===== src/rtl/imm_pipe_unit.sv =====
// imm_pipe_unit: registered RISC-V immediate generator with 2-entry skid buffer (in_* valid/ready entry in, out_* imm/tag/illegal entry out, flush drops all entries)
module imm_pipe_unit #(
  parameter int XLEN = 32,
  parameter int TAGW = 32
) (
  input  logic            clk,
  input  logic            rst,
  input  logic            flush,
  input  logic            in_valid,
  output logic            in_ready,
  input  logic [24:0]     in_instr,
  input  logic [2:0]      in_type,
  input  logic [TAGW-1:0] in_tag,
  output logic            out_valid,
  input  logic            out_ready,
  output logic [XLEN-1:0] out_imm,
  output logic [TAGW-1:0] out_tag,
  output logic            out_illegal
);
  typedef enum logic [1:0] {EMPTY, ONE, FULL} state_t;
  state_t state, state_n;
  logic [31:7] ins;
  logic [31:0] i_imm, s_imm, b_imm, u_imm, j_imm;
  logic [XLEN-1:0] imm, shamt, skid_imm;
  logic [TAGW-1:0] skid_tag;
  logic ill, skid_ill, in_fire, out_fire, ld_main_in, ld_skid, ld_main_skid;
  assign ins = in_instr;
  assign i_imm = {{20{ins[31]}}, ins[31:20]};
  assign s_imm = {{20{ins[31]}}, ins[31:25], ins[11:7]};
  assign b_imm = {{19{ins[31]}}, ins[31], ins[7], ins[30:25], ins[11:8], 1'b0};
  assign u_imm = {ins[31:12], 12'b0};
  assign j_imm = {{11{ins[31]}}, ins[31], ins[19:12], ins[20], ins[30:21], 1'b0};
  assign shamt = XLEN == 64 ? XLEN'(ins[25:20]) : (ins[25] ? '0 : XLEN'(ins[24:20]));
  assign ill = (in_type == 3'd7) & (XLEN == 32) & ins[25];
  always_comb begin
    imm = in_type == 3'd1 ? XLEN'($signed(i_imm)) :
          in_type == 3'd2 ? XLEN'($signed(s_imm)) :
          in_type == 3'd3 ? XLEN'($signed(b_imm)) :
          in_type == 3'd4 ? XLEN'($signed(u_imm)) :
          in_type == 3'd5 ? XLEN'($signed(j_imm)) :
          in_type == 3'd6 ? XLEN'(ins[19:15]) :
          in_type == 3'd7 ? shamt : '0;
  end
  assign in_ready = (state != FULL) & ~rst;
  assign out_valid = state != EMPTY;
  assign in_fire = in_valid & in_ready;
  assign out_fire = out_valid & out_ready;
  always_comb begin
    state_n = state;
    ld_main_in = 1'b0;
    ld_skid = 1'b0;
    ld_main_skid = 1'b0;
    if (flush) state_n = EMPTY;
    else if (state == EMPTY) begin
      state_n = in_fire ? ONE : EMPTY;
      ld_main_in = in_fire;
    end else if (state == ONE) begin
      state_n = (in_fire & ~out_fire) ? FULL : (~in_fire & out_fire) ? EMPTY : ONE;
      ld_main_in = in_fire & out_fire;
      ld_skid = in_fire & ~out_fire;
    end else begin
      state_n = out_fire ? ONE : FULL;
      ld_main_skid = out_fire;
    end
  end
  always_ff @(posedge clk) begin
    if (rst) begin
      state <= EMPTY;
      out_imm <= '0;
      out_tag <= '0;
      out_illegal <= 1'b0;
    end else begin
      state <= state_n;
      if (ld_main_in) begin
        out_imm <= imm;
        out_tag <= in_tag;
        out_illegal <= ill;
      end else if (ld_main_skid) begin
        out_imm <= skid_imm;
        out_tag <= skid_tag;
        out_illegal <= skid_ill;
      end
    end
  end
  always_ff @(posedge clk) begin
    if (ld_skid) begin
      skid_imm <= imm;
      skid_tag <= in_tag;
      skid_ill <= ill;
    end
  end
endmodule


===== config.mk =====
export PLATFORM = sky130hd
export DESIGN_NAME = imm_pipe_unit
export DESIGN_NICKNAME = d
export VERILOG_FILES = /design/src/rtl/imm_pipe_unit.sv
export SDC_FILE = /design/constraint.sdc
export NUM_CORES = 1
export LEC_CHECK = 0
export ABC_AREA = 1
export BUFFER_PORTS_ARGS = -buffer_cell sky130_fd_sc_hd__clkbuf_2
export CORE_MARGIN = 2
export CORE_UTILIZATION = 40
export DETAILED_ROUTE_END_ITERATION = 10
export SYNTH_ARGS = -nofsm -noshare
export SYNTH_HDL_FRONTEND = slang
export SYNTH_SLANG_ARGS = --single-unit
export TNS_END_PERCENT = 20

===== constraint.sdc =====
create_clock -name clk -period 20.8 [get_ports clk]
set_clock_uncertainty 0.05 [all_clocks]
set_input_delay 1.04 -clock clk [delete_from_list [all_inputs] [get_ports clk]]
set_output_delay 1.04 -clock clk [all_outputs]
set_load 0.01 [all_outputs]

==> reports/results.tsv <==
metric	value	unit
Max clock buf depth	2	
fin nets	863	
share of cells above drive strength 1	23.1	%
Max Cap Viol	0	
PwrDens	89.0	mW/mm2
mean post-synth cell area	8.48	um2
1st-pass router iterations	4	
area delta synth->final	22.5	%
Most common cell on crit path	nor2_1	
final hold violations	0	
vias	4833	
Starting Density	41.1	%
CP Cell Sequence	clkbuf_2 -> a21oi_1 -> and2_1 -> ha_1 -> nand2_2 -> nand2_4 -> nand2_2 -> nand2_1 -> nor2_1 -> nor2_1 -> nor2_1	
leakage	3.32	nW
Routed Antenna Nets	0	
initial DRC count	371	
Crit path required time	21.01	ns
Post-CTS Resized	0	
largest net degree at the start of global routing	55	
Slew headroom	24.0	%
Clock power frac	47.9	%
Crit Path Max Fanout	53	
DRC viols	0	
setup violators final	0	
setup slack, reg-to-reg	18.28	ns
critical path endpoint category	flip-flop	
first-pass GRT wire length	22400	um
internal power	485	uW
post-synth cell types	28	
Clock transition at path regs	0.06	ns
Post-Syn Area	0.00573	mm2
die height	124	um
Synthesized Nets	743	
cell row count	43	
vias per inst	4.89	
Setup TNS Final	0	ns
Max Slew Vio Count	0	
io pins	132	
Seq/Total Area, Yosys	57.4	%
FF-to-FF End	out_imm[19]	
post-CTS setup buffer count	0	
Critical R2R Launch	state[1]	
routed len/inst	14.0	um
GR met2 Demand/Resource	30.2	%
H-tree depth	4	
detailed placement HPWL	9510	um
WS Path Type	in -> reg	
multiplexer area fraction after synthesis	0	%
Sw Ratio	22.5	%
RSZ-0062 raised after global routing	no	
Peak VDD IR	0.0000871	V
Placer Congestion	0.814	
fin crit period	3.39	ns
status	completed	
Arr. time, crit path	3.60	ns
YS warnings	0	
initial antenna violation count	0	
placed cell area	0.00643	mm2
worst skew pair latency	0.42	ns
Top Usage Layer GRT	met2	
CP max-delay cell	clkbuf_2	
clock root cell	clkbuf_16	
Setup crit end	out_imm[19]	
Reg power frac	44.9	%
CP startpoint kind	input port	
overall routing resource usage	19.2	%
Core Area	0.0139	mm2
Yosys reg bits	132	
adder-cell share of the synthesized area	0.436	%
met3 Use GR	5.59	%
fin cells	989	
Synth Area in Compound Gates	4.28	%
Routed WL	13900	um
dpl cells	957	
TritonCTS clock tree	built	
Synth Area in Simple Gates	30.6	%
Least-Margin Pin Slew	1.14	ns
Sw Pwr	141	uW
fin area	0.00702	mm2
Setup crit start	rst	
total CTS buffers	17	
main combinational cell family by area after synthesis	simple AND/OR/NAND/NOR gates	
# diodes	0	
Worst Hold Class	reg -> reg	
Die Area	0.0153	mm2
combinational share of power	7.3	%
Period Utilization, post-route	16.3	%
PortBufs	131	
Gate Count Post-Synth	676	
Die Wd	124	um
Final Core Density	50.4	%
Hold Slack	0.419	ns
highest clock rate	295	MHz
reg2reg path depth	8	
met1 Resource Use GR	24.8	%
CP max stage delay	0.61	ns
number of hold buffers added after CTS	0	
clock sinks	132	
xor and xnor area share after synthesis	0	%
grt total ovfl	0	
number of global-route vias before repair	4590	
## worst min-delay path by stage
stage	start	end	slack, ns	cells past startpoint
2_1_floorplan	out_imm[10]	out_imm[10]	0.44	2
3_3_place_gp	out_imm[7]	out_imm[7]	0.40	2
3_5_place_dp	out_imm[6]	out_imm[6]	0.41	2
6_report	out_imm[6]	out_imm[6]	0.42	2
5_1_grt	out_imm[10]	out_imm[10]	0.44	2
4_1_cts	out_imm[6]	out_imm[6]	0.42	2
## flip-flops by register name, indices dropped and copies added (netlist names)
| signal | count |
|---|---|
| out_tag | 32 |
| skid_tag | 32 |
| skid_imm | 32 |
| out_illegal | 1 |
| out_imm | 32 |
| state | 2 |
| skid_ill | 1 |
## metrics by stage
stage,setup slack [ns],power [mW]
after CTS,17.40,0.630
after detailed placement,16.95,0.331
after floorplan,12.20,0.314
final,17.41,0.625
after global routing,17.06,0.647
after global placement,17.15,0.330
## layer usage
metal / part of all wire, % / vias up
met5: 0 / -
met4: 2.0 / 0
met3: 6.2 / 25
met2: 45 / 156
met1: 46 / 2213
li1: - / 2439
## cell usage after synthesis, drive strengths merged
cell type | number | share of area [%]
nand3 | 77 | 6.8
ha | 2 | 0.44
edfxtp | 65 | 34
a21oi | 42 | 3.9
nor3 | 1 | 0.087
dfxtp | 67 | 23
nor2 | 85 | 6.0
nor4 | 1 | 0.11
nand4 | 16 | 2.0
buf | 24 | 3.2
and2 | 1 | 0.11
o21ai | 3 | 0.26
a311oi | 1 | 0.15
inv | 53 | 3.5
clkbuf | 9 | 0.59
nand2 | 229 | 15
## critical path, delay by kind of cell
family | cells | cell delay [ns]
fa+ha+maj | 1 | 0.17
simple gates | 8 | 1.35
compound gates | 1 | 0.41
buf+inv | 1 | 0.61
## final cells by class
type	count	area, um2
clock buffer	24	502
fill	1356	6910
clock inverter	8	96.3
timing repair buffer	134	678
sequential	132	3290
tap	180	225
inverter	53	201
multi-input combinational	458	2030
## cell families after synthesis
logic type	Yosys count
buffers and inverters	86
adder cells (fa/ha/maj)	2
AND/OR/NAND/NOR	410
AO/OA/AOI/OAI	46
flip-flops	132
## cell usage in the layout (no fill, tap or decap), types with 15 or more instances in the layout
cell | netlist | layout
nor2_1 | 80 | 80
dfxtp_1 | 67 | 67
nand2_1 | 222 | 222
nand3_1 | 76 | 76
edfxtp_1 | 65 | 65
a21oi_1 | 41 | 41
inv_1 | 46 | 46
clkbuf_2 | 0 | 131
clkbuf_16 | 0 | 17
nand4_1 | 15 | 15
## power groups by stage
| stage | sequential [mW] | combinational, mW | clock (mW) |
|---|---|---|---|
| 2_1_floorplan | 0.288 | 0.0265 | 0 |
| 3_3_place_gp | 0.286 | 0.0446 | 0 |
| 3_5_place_dp | 0.286 | 0.0454 | 0 |
| 4_1_cts | 0.281 | 0.0456 | 0.304 |
| 5_1_grt | 0.281 | 0.0513 | 0.315 |
| 6_report | 0.280 | 0.0454 | 0.299 |
Power figures use the tool's default switching activity.
